===== src/rtl/serial_subtractor_ctrl.sv =====
// Bit-serial WIDTH-bit subtractor: one full subtractor stepped LSB-first over WIDTH
// cycles, with a start/valid/ack handshake around it.

module full_subtractor (
    input  logic a_i,
    input  logic b_i,
    input  logic bin_i,
    output logic diff_o,
    output logic bout_o
);
    assign diff_o = a_i ^ b_i ^ bin_i;
    assign bout_o = (~a_i & b_i) | (~(a_i ^ b_i) & bin_i);
endmodule

module serial_subtractor_ctrl #(
    parameter int WIDTH = 8,
    parameter int CNT_W = $clog2(WIDTH)
) (
    input  logic             clk_i,
    input  logic             rst_n,
    input  logic             start_i,
    input  logic [WIDTH-1:0] a_i,
    input  logic [WIDTH-1:0] b_i,
    output logic             ready_o,
    output logic             busy_o,
    output logic             valid_o,
    input  logic             ack_i,
    output logic [WIDTH-1:0] diff_o,
    output logic             borrow_o,
    output logic             ovf_o
);
    typedef enum logic [1:0] {IDLE, RUN, DONE} state_t;

    state_t           state_q, state_d;
    logic [WIDTH-1:0] a_q, a_d, b_q, b_d;
    logic [WIDTH-1:0] dsh_q, dsh_d, diff_q, diff_d;
    logic [CNT_W-1:0] cnt_q, cnt_d;
    logic             brw_q, brw_d, borrow_q, borrow_d, ovf_q, ovf_d;
    logic             amsb_q, amsb_d, bmsb_q, bmsb_d;
    logic             fs_diff, fs_bout;

    full_subtractor u_fs (
        .a_i    (a_q[0]),
        .b_i    (b_q[0]),
        .bin_i  (brw_q),
        .diff_o (fs_diff),
        .bout_o (fs_bout)
    );

    always_ff @(posedge clk_i or negedge rst_n) begin
        if (!rst_n) begin
            state_q  <= IDLE;
            a_q      <= '0;
            b_q      <= '0;
            dsh_q    <= '0;
            diff_q   <= '0;
            cnt_q    <= '0;
            brw_q    <= 1'b0;
            borrow_q <= 1'b0;
            ovf_q    <= 1'b0;
            amsb_q   <= 1'b0;
            bmsb_q   <= 1'b0;
        end else begin
            state_q  <= state_d;
            a_q      <= a_d;
            b_q      <= b_d;
            dsh_q    <= dsh_d;
            diff_q   <= diff_d;
            cnt_q    <= cnt_d;
            brw_q    <= brw_d;
            borrow_q <= borrow_d;
            ovf_q    <= ovf_d;
            amsb_q   <= amsb_d;
            bmsb_q   <= bmsb_d;
        end
    end

    always_comb begin
        state_d  = state_q;
        a_d      = a_q;
        b_d      = b_q;
        dsh_d    = dsh_q;
        diff_d   = diff_q;
        cnt_d    = cnt_q;
        brw_d    = brw_q;
        borrow_d = borrow_q;
        ovf_d    = ovf_q;
        amsb_d   = amsb_q;
        bmsb_d   = bmsb_q;
        case (state_q)
            IDLE: begin
                if (start_i) begin
                    state_d = RUN;
                    a_d     = a_i;
                    b_d     = b_i;
                    dsh_d   = '0;
                    cnt_d   = '0;
                    brw_d   = 1'b0;
                    // Operand regs shift away, so keep the MSBs for the overflow test.
                    amsb_d  = a_i[WIDTH-1];
                    bmsb_d  = b_i[WIDTH-1];
                end
            end
            RUN: begin
                a_d   = a_q >> 1;
                b_d   = b_q >> 1;
                dsh_d = {fs_diff, dsh_q[WIDTH-1:1]};
                brw_d = fs_bout;
                cnt_d = cnt_q + CNT_W'(1);
                if (cnt_q == CNT_W'(WIDTH-1)) begin
                    state_d  = DONE;
                    diff_d   = {fs_diff, dsh_q[WIDTH-1:1]};
                    borrow_d = fs_bout;
                    ovf_d    = (amsb_q != bmsb_q) && (fs_diff != amsb_q);
                end
            end
            DONE: begin
                if (ack_i) state_d = IDLE;
            end
            default: state_d = IDLE;
        endcase
    end

    assign ready_o  = (state_q == IDLE);
    assign busy_o   = (state_q == RUN);
    assign valid_o  = (state_q == DONE);
    assign diff_o   = diff_q;
    assign borrow_o = borrow_q;
    assign ovf_o    = ovf_q;
endmodule


===== config.mk =====
export PLATFORM = sky130hd
export DESIGN_NAME = serial_subtractor_ctrl
export DESIGN_NICKNAME = d
export VERILOG_FILES = /design/src/rtl/serial_subtractor_ctrl.sv
export SDC_FILE = /design/constraint.sdc
export NUM_CORES = 1
export LEC_CHECK = 0
export CAP_MARGIN = 10
export CORE_MARGIN = 4
export CORE_UTILIZATION = 31
export CTS_BUF_LIST = sky130_fd_sc_hd__clkbuf_4 sky130_fd_sc_hd__clkbuf_8 sky130_fd_sc_hd__clkbuf_16
export CTS_CLUSTER_DIAMETER = 50
export DETAILED_ROUTE_END_ITERATION = 8
export GPL_ROUTABILITY_DRIVEN = 0
export SLEW_MARGIN = 20
export SYNTH_ARGS = -nofsm -noshare
export SYNTH_HDL_FRONTEND = slang
export SYNTH_SLANG_ARGS = --single-unit

===== constraint.sdc =====
create_clock -name clk_i -period 1.8 [get_ports clk_i]
set_input_delay 0.36 -clock clk_i [delete_from_list [all_inputs] [get_ports clk_i]]
set_output_delay 0.36 -clock clk_i [all_outputs]
set_load 0.05 [all_outputs]

==> impl_metrics.yaml <==
outcome:
  status: "complete, no violations"
clock_tree:
  htreeDepth: 2
  cts_buffer_depth: 2
  cts-root-buf: "clkbuf_8"
  clock_sinks: 41
  cts_buffers: 5
  clock_insertion_delay_worst_skew_ps: 290
  clk_pin_slew_ps: 90
  cts_tree: "built"
  cts_setup_buffers: 0
final_layout:
  drive_gt1_frac: 0.2050
  antennaDiodeCount: 0
  final_nets: 223
  final_util: 0.4097
  final_common_cell: "dfrtp_1"
  final_cell_mix: "40 x dfrtp_1, 18 x o21ai_0, 18 x clkdlybuf4s50_1, 18 x buf_4, 16 x a21oi_1"
  fin_cells: 275
  syn2layout_area_growth_pct: 28.81
  n_fill_cell: 591
  design_area_mm2: 0.002411
place:
  dpl-instance-area_mm2: 0.002301
  numPortBuffers: 32
  post-place-ws_ps: 148.9
  placed_cells: 268
  place_hpwl_mm: 2.754
sta:
  relSlewSlack: 0.6529
  min_period_ps: 1704
  max_freq_mhz: 586.9
  drv_slew: 0
  fin_ws_ps: 96.27
  hold_viol_final: 0
  worst_pin_slew_ps: 520.6
  rsz0062_at_grt: "false"
  setup_viol: 0
  final.setup.tns_ps: 0
  fin_skew_ps: 11.52
  hold_ws_ps: 33.38
  period_share: 0.9465
job:
  max_cap_viol_count: 0
synth:
  synth_seq_cells: 41
  yosys.area.top_type: "dfrtp_1"
  seq_area_frac_synth: 0.5481
  syn-num-nets: 186
  synth.area.top_cells: "dfrtp_1 55%, a22oi_1 5.6%, o21ai_0 4.8%"
  synth.top_cell.area_share: 0.5481
  syn_inst: 163
  synth-warning-count: 0
  ys_types: 28
  avgSynthCellArea_um2: 11.48
  syn_area_mm2: 0.001872
drt:
  via_count: 1353
  drc: 0
  first_pass_iters: 4
  drt-total-wl_mm: 4.119
  drt-wirelength-per-cell_um: 14.98
  ant_nets: 0
  drt-vias-per-instance: 4.920
  drt_iter0_drc: 86
global_route:
  grt_pass1_vias: 1360
  grt_usage: 0.1161
  grt_pass1_wl_mm: 6.755
  grt_max_degree: 22
  grt-ovfl-total: 0
  antenna_found_initial: 0
setup_path:
  cp-start-kind: "flop"
  regToRegSetupSlack_ps: 290
  r2r_start: "cnt_q[0]$_DFFE_PN0P_"
  worstSetupEndpointType: "output pin"
  worstSetupPathType: "reg2out"
  startpoint: "state_q[1]$_DFFE_PN0P_"
  critPathArrivalTime_ps: 1340
  required_ps: 1440
  critical_path.max_fanout: 11
power_and_ir_drop:
  finalPower_mw: 4.056
  p_leak_nw: 1.106
  vdd_drop_max_mv: 0.7985
  power_density_mw_per_mm2: 1682
floorplan:
  row_count: 28
  start_util: 0.3180
  core_mm2: 0.005886
  die_h_um: 85.71
  io_pins: 33
  die_area_mm2: 0.007345
  die_w_um: 85.71
min_path:
  hold_class: "in2async"
routing by layer:
layer | wire [um] | part of all wire | track usage
met4 | 52 | 0.013 | 0.04317
met2 | 1853 | 0.45 | 0.1653
met1 | 1983 | 0.48 | 0.1723
met5 | 0 | 0 | 0
met3 | 231 | 0.056 | 0.02498
cells in the mapped netlist (all sizes together):
| library cell | number |
|---|---|
| dfrtp | 41 |
| o21ai | 21 |
| a21oi | 16 |
| a22oi | 14 |
| mux2 | 10 |
| a22o | 9 |
| buf | 9 |
| nor2b | 9 |
| and2b | 8 |
| nand2 | 6 |
| inv | 5 |
| nor2 | 3 |
| clkbuf | 2 |
| ha | 2 |
| nand2b | 2 |
| a2bb2oi | 1 |
| and3b | 1 |
| fa | 1 |
| mux2i | 1 |
| nand3b | 1 |
| o21bai | 1 |
report_power, final:
part	switching, mW	internal, mW	total (mW)
Combinational	0.981	0.775	1.76
Sequential	0.279	1.30	1.58
Clock	0.317	0.403	0.720
timing repair:
action,in CTS,in global routing
setup endpoints to repair,0,2
hold endpoints to repair,0,0
hold buffers,0,0
resized for setup,0,3
worst paths after layout:
path                                    endpoint  cells after the start
hold reg to reg                brw_q$_DFFE_PN0P_                      2
min in group clk_i             brw_q$_DFFE_PN0P_                      2
max in group asynchronous   borrow_o$_DFFE_PN0P_                      2
hold / removal                a_q[5]$_DFFE_PN0P_                      1
setup reg to reg           diff_o[0]$_DFFE_PN0P_                      4
setup / recovery                          busy_o                      3
final cells by class:
class	count	area, um2	share of cell area
inverter	5	21.27	0.008822
tap	75	93.84	0.03892
sequential	41	1027	0.4261
clock inverter	2	35.03	0.01453
timing repair buffer	41	400.4	0.1661
multi-input combinational	106	764.5	0.3171
clock buffer	5	68.82	0.02854
critical path, stage by stage (launching register included):
cell	delay, ps
dfrtp_1	480
nand2b_1	250
inv_4	170
buf_12	150
cells by family (layout without fill, tap and decap cells):
group                    Yosys count  after routing  share of synthesized area
buffers and inverters             16             53                    0.04478
flip-flops                        41             41                     0.5481
multiplexers                      11             11                    0.06952
AND/OR/NAND/NOR                   30             30                     0.1076
adder cells (fa/ha/maj)            3              3                    0.02406
AO/OA/AOI/OAI                     62             62                     0.2059
state kept, by name (all words and copies together) (netlist names):
name / cells
bmsb_q: 1
a_q: 8
b_q: 8
dsh_q: 7
state_q: 2
brw_q: 1
cnt_q: 3
ovf_o: 1
amsb_q: 1
borrow_o: 1
diff_o: 8
Note: power is estimated with default switching activity, not from simulation.
